===== src/rtl/stq_pkg.sv =====
// stq_pkg: shared store-queue sizing constants and pointer type
package stq_pkg;
    localparam int STQ_ENTRIES = 32;
    localparam int STQ_PTR_W = 6;
    typedef logic [STQ_PTR_W-1:0] stq_ptr_t;
endpackage


===== src/rtl/stq_onehot_dec.sv =====
// stq_onehot_dec: entry index to one-hot enable vector, gated by en
module stq_onehot_dec #(
    parameter int N = 32,
    parameter int W = $clog2(N)
) (
    input  logic [W-1:0] idx,
    input  logic         en,
    output logic [N-1:0] onehot
);
    always_comb onehot = en ? (N'(1) << idx) : '0;
endmodule


===== src/rtl/stq_ctrl_l.sv =====
// stq_ctrl_l: store-queue pointer control (allocate, commit, release, flush)
module stq_ctrl_l
    import stq_pkg::*;
#(
    parameter int BUF_COUNT = STQ_ENTRIES,
    localparam int IW = $clog2(BUF_COUNT),
    localparam int PW = IW + 1
) (
    input  logic                 clk,
    input  logic                 rst,
    input  logic                 alloc0_req,
    input  logic                 alloc1_req,
    input  logic [1:0]           retire_cnt,
    input  logic                 free_req,
    input  logic                 excpt,
    output logic [BUF_COUNT-1:0] wrt0_en,
    output logic [BUF_COUNT-1:0] wrt1_en,
    output logic [IW-1:0]        alloc0_idx,
    output logic [IW-1:0]        alloc1_idx,
    output logic [BUF_COUNT-1:0] passe_en,
    output logic [BUF_COUNT-1:0] free_en,
    output logic                 alloc_stall,
    output logic                 empty,
    output logic                 full,
    output logic [PW-1:0]        count
);
    logic [PW-1:0] head, ret, tail, pend, ret_n, ret1, tail_a1;
    logic [1:0] rc, n;
    logic grant, do_free;
    logic [BUF_COUNT-1:0] passe_a, passe_b;
    // All decisions use the registered pointers; updates land next cycle
    always_comb begin
        count = tail - head;
        empty = count == '0;
        full = count == PW'(BUF_COUNT);
        alloc_stall = count >= PW'(BUF_COUNT - 1);
        grant = !alloc_stall && !excpt && !rst;
        tail_a1 = tail + PW'(alloc0_req);
        alloc0_idx = tail[IW-1:0];
        alloc1_idx = tail_a1[IW-1:0];
        pend = tail - ret;
        rc = retire_cnt > 2'd2 ? 2'd2 : retire_cnt;
        n = PW'(rc) > pend ? pend[1:0] : rc;
        ret_n = ret + PW'(n);
        ret1 = ret + PW'(1);
        do_free = free_req && head != ret && !rst;
    end
    assign passe_en = passe_a | passe_b;
    stq_onehot_dec #(.N(BUF_COUNT)) u_wrt0 (.idx(tail[IW-1:0]), .en(grant && alloc0_req), .onehot(wrt0_en));
    stq_onehot_dec #(.N(BUF_COUNT)) u_wrt1 (.idx(tail_a1[IW-1:0]), .en(grant && alloc1_req), .onehot(wrt1_en));
    stq_onehot_dec #(.N(BUF_COUNT)) u_passe0 (.idx(ret[IW-1:0]), .en(!rst && n != 2'd0), .onehot(passe_a));
    stq_onehot_dec #(.N(BUF_COUNT)) u_passe1 (.idx(ret1[IW-1:0]), .en(!rst && n == 2'd2), .onehot(passe_b));
    stq_onehot_dec #(.N(BUF_COUNT)) u_free (.idx(head[IW-1:0]), .en(do_free), .onehot(free_en));
    always_ff @(posedge clk) begin
        if (rst) begin
            head <= '0;
            ret <= '0;
            tail <= '0;
        end else begin
            head <= head + PW'(do_free);
            ret <= ret_n;
            tail <= excpt ? ret_n : tail + (grant ? PW'(alloc0_req) + PW'(alloc1_req) : '0);
        end
    end
endmodule


===== config.mk =====
export PLATFORM = sky130hd
export DESIGN_NAME = stq_ctrl_l
export DESIGN_NICKNAME = d
export VERILOG_FILES = /design/src/rtl/stq_pkg.sv /design/src/rtl/stq_onehot_dec.sv /design/src/rtl/stq_ctrl_l.sv
export SDC_FILE = /design/constraint.sdc
export NUM_CORES = 1
export LEC_CHECK = 0
export BUFFER_PORTS_ARGS = -buffer_cell sky130_fd_sc_hd__buf_2
export CORE_AREA = 5 5 91 93
export DETAILED_ROUTE_END_ITERATION = 10
export DIE_AREA = 0 0 96 98
export PLACE_DENSITY_LB_ADDON = 0.25
export SYNTH_ARGS = -nofsm -noshare
export SYNTH_HDL_FRONTEND = slang
export SYNTH_SLANG_ARGS = --single-unit

===== constraint.sdc =====
create_clock -name clk -period 4.51 [get_ports clk]
set_input_delay 0.2255 -clock clk [delete_from_list [all_inputs] [get_ports clk]]
set_output_delay 0.2255 -clock clk [all_outputs]
set_load 0.1 [all_outputs]

==> flow_summary.ini <==
[status]
status = completed

[grt]
grt_pass1_wl_microns = 17800
grt_pass1_vias = 3708
antenna_found_initial = 0
grt_max_degree = 30
grt_usage = 0.225
grt_overflow = 0

[setup_path]
path_buf_inv = 4
r2r_setup_slack_ns = 0.63
cp_max_fo = 29
critical_path_class = reg2out
ff2ff_path_depth = 14
cp_top_family = adder cells
worst_path_max_delay_cell = fa_1
worstPathArrival_ns = 4.14
reg2reg_from = ret[0]
crit_chain = ha_1 -> inv_1 -> fa_1 -> inv_1 -> ha_1 -> nor2b_1 -> o211ai_1 -> a211oi_2 -> mux2_2 -> buf_4 -> o32ai_4 -> buf_2
crit_path_max_incr_delay_ns = 0.54
worstSetupEndpointType = output pin
start_kind = register
timing.rr.end = tail[4]
worstPathRequired_ns = 4.28

[clocking]
path_clk_slew_ns = 0.07
cts_root_buf = clkbuf_8
clkLatencyLatePin_ns = 0.25
cts_tree = done
cts_inserted_buffers = 3
clock-sinks = 18
h-tree-depth = 1
hold_buffers = 0
cts_buffer_depth = 2

[cells_and_area]
syn2layout_area_growth_pct = 69.2
nets = 621
post-route-util = 0.687
layoutNonFillerInstCount = 687
antenna_cells = 0
final_area_sq_um = 5120
drive_gt1_frac = 0.467

[power_and_ir_drop]
sw_frac_of_total = 0.696
p_sw_mw = 1.89
irDropWorstVdd_mv = 0.549
p_int_mw = 0.825
finalPower_mw = 2.72
pwr-share-seq = 0.089
pwr-share-clk = 0.048
p_per_area_nw_per_um2 = 531
p_leak_nw = 2.21
pwr-share-comb = 0.862

[sta]
worstMarginPinSlew_ns = 0.761
finalSetupViolations = 0
fin_crit_sh = 0.967
rsz0062_at_grt = no
report.final.slew_viol_count = 0
fin_worst_skew_ns = 0.00123
layout_min_cycle_time_ns = 4.36
relSlewSlack = 0.493
hold_viol_final = 0
fin_ws_ns = 0.148
fmax_mhz = 229

[logic_synthesis]
synth_area_leader_cell = dfxtp_1
async_flop_share = 0
yosys_warnings = 0
synthesis.area_sq_um = 3020
synth_top_area_share = 0.119
yosys.cell_count.top_type = nor2_1
synth_common_cells = nor2_1 (86), nand2_1 (35), nor3_1 (28), o32ai_1 (28), ha_1 (23)
synth_edf_count = 0
ys_seq_elements = 18
yosys_most_used_dff = dfxtp_1
synth_top_cells_by_area = dfxtp_1 (12%), nor2_1 (11%), ha_1 (9.5%)
syn_inst = 446
ys_seq_area_frac = 0.119
ys_types = 54
syn_area_per_cell_sq_um = 6.78
synth_nets = 481

[drt]
vias = 3764
dr.pass1.iters = 4
route.detailed.drc = 0
routed_wirelength_microns = 10500
postRouteAntennaNets = 0
drtIter0Drc = 129
avgRoutedWirePerCell_microns = 15.3
viasPerCell = 5.48

[placement]
port_buffers = 154
pre_cts_slack_ns = 0.425
dpl_cell_area_sq_um = 5050
hpwl_microns = 8590
placed_cells = 683
gp_congestion = 0.956

[hold_path]
hold_path_end = tail[5]
hold_path_depth = 2
hp-class = in2reg
min-delay-start = excpt

[die]
die-height_microns = 98
dieWidth_microns = 96
pin_count = 155
initial_core_util = 0.406
placeableCoreArea_sq_um = 7450
std_cell_rows = 32
dieArea_sq_um = 9410

[flow_run]
drv_cap = 0
==> what timing repair did <==
item                       4_1_cts  5_1_grt
resized for setup                0        4
setup endpoints to repair        0        8
buffers inserted                 0        0
==> logic make-up (layout without fill, tap and decap cells) <==
family / count (synthesis) / after routing / share of synthesized area
xor+xnor: 28 / 28 / 0.0836
compound gates: 69 / 69 / 0.180
simple gates: 247 / 247 / 0.401
fa+ha+maj: 27 / 27 / 0.122
buf+inv: 53 / 192 / 0.0807
flops: 18 / 18 / 0.119
mux: 4 / 4 / 0.0141
==> how the worst max path moves through the flow <==
stage            start      endpoint  slack, ns  cells after the start
3_5_place_dp    ret[0]  passe_en[13]       0.43                     12
5_1_grt         ret[0]   passe_en[3]      0.002                     13
4_1_cts         ret[0]  passe_en[13]       0.14                     12
3_3_place_gp    ret[0]  passe_en[13]       0.54                     12
2_1_floorplan  tail[0]   wrt0_en[15]      -0.10                     12
6_report        ret[0]   passe_en[6]       0.15                     12
==> sequential cells by signal, indices dropped and copies added (netlist names) <==
name	flops
head	6
ret	6
tail	6
==> power by group through the flow <==
stage	Sequential, mW	Clock, mW	Combinational, mW
detailed placement	0.246	0	2.34
global route	0.251	0.141	2.48
global placement	0.244	0	2.29
finish	0.243	0.131	2.34
floorplan	0.223	0	2.09
CTS	0.242	0.133	2.34
==> layout make-up <==
cell class,count,area (sq um)
timing repair buffer,166,988
tap,102,128
sequential,18,362
fill,655,2330
multi-input combinational,375,3490
inverter,22,95.1
clock buffer,4,55.1
==> per-stage QoR <==
stage | hold WS [ns] | setup TNS, ns
after floorplan | 0.560 | -0.453
after global placement | 0.569 | 0
after detailed placement | 0.577 | 0
after CTS | 0.312 | 0
after global routing | 0.333 | 0
final | 0.316 | 0
==> per-layer routing <==
layer  vias to the layer above  GRT usage  share of wire  wire length (microns)
met5                         -          0              0                      0
met4                         0     0.0306         0.0088                     92
met3                        10     0.0300          0.053                    555
met2                       111      0.398           0.52                   5430
met1                      1779      0.293           0.42                   4420
li1                       1864          -              -                      -
==> placed cells by master (no fill, tap or decap), types with 3 or more instances in the layout <==
master	n
ha_1	23
xnor2_1	13
nor2b_1	10
xor2_1	10
o21ai_1	3
nor3_4	24
and2_1	6
or3_1	10
nand3_1	18
nand4_1	7
inv_1	19
dfxtp_1	17
or2_2	4
o32ai_4	28
buf_2	143
nor2_1	78
o21ai_0	4
nor4_4	6
a21oi_1	7
clkbuf_4	3
clkbuf_8	4
buf_4	12
fa_1	4
nor3b_4	4
nand2_1	35
nor2_2	16
a21o_1	5
and3_1	6
nor3_1	4
buf_12	8
o22ai_4	3
nand2b_1	7
a211oi_2	3
Note: power is estimated with default switching activity, not from simulation.
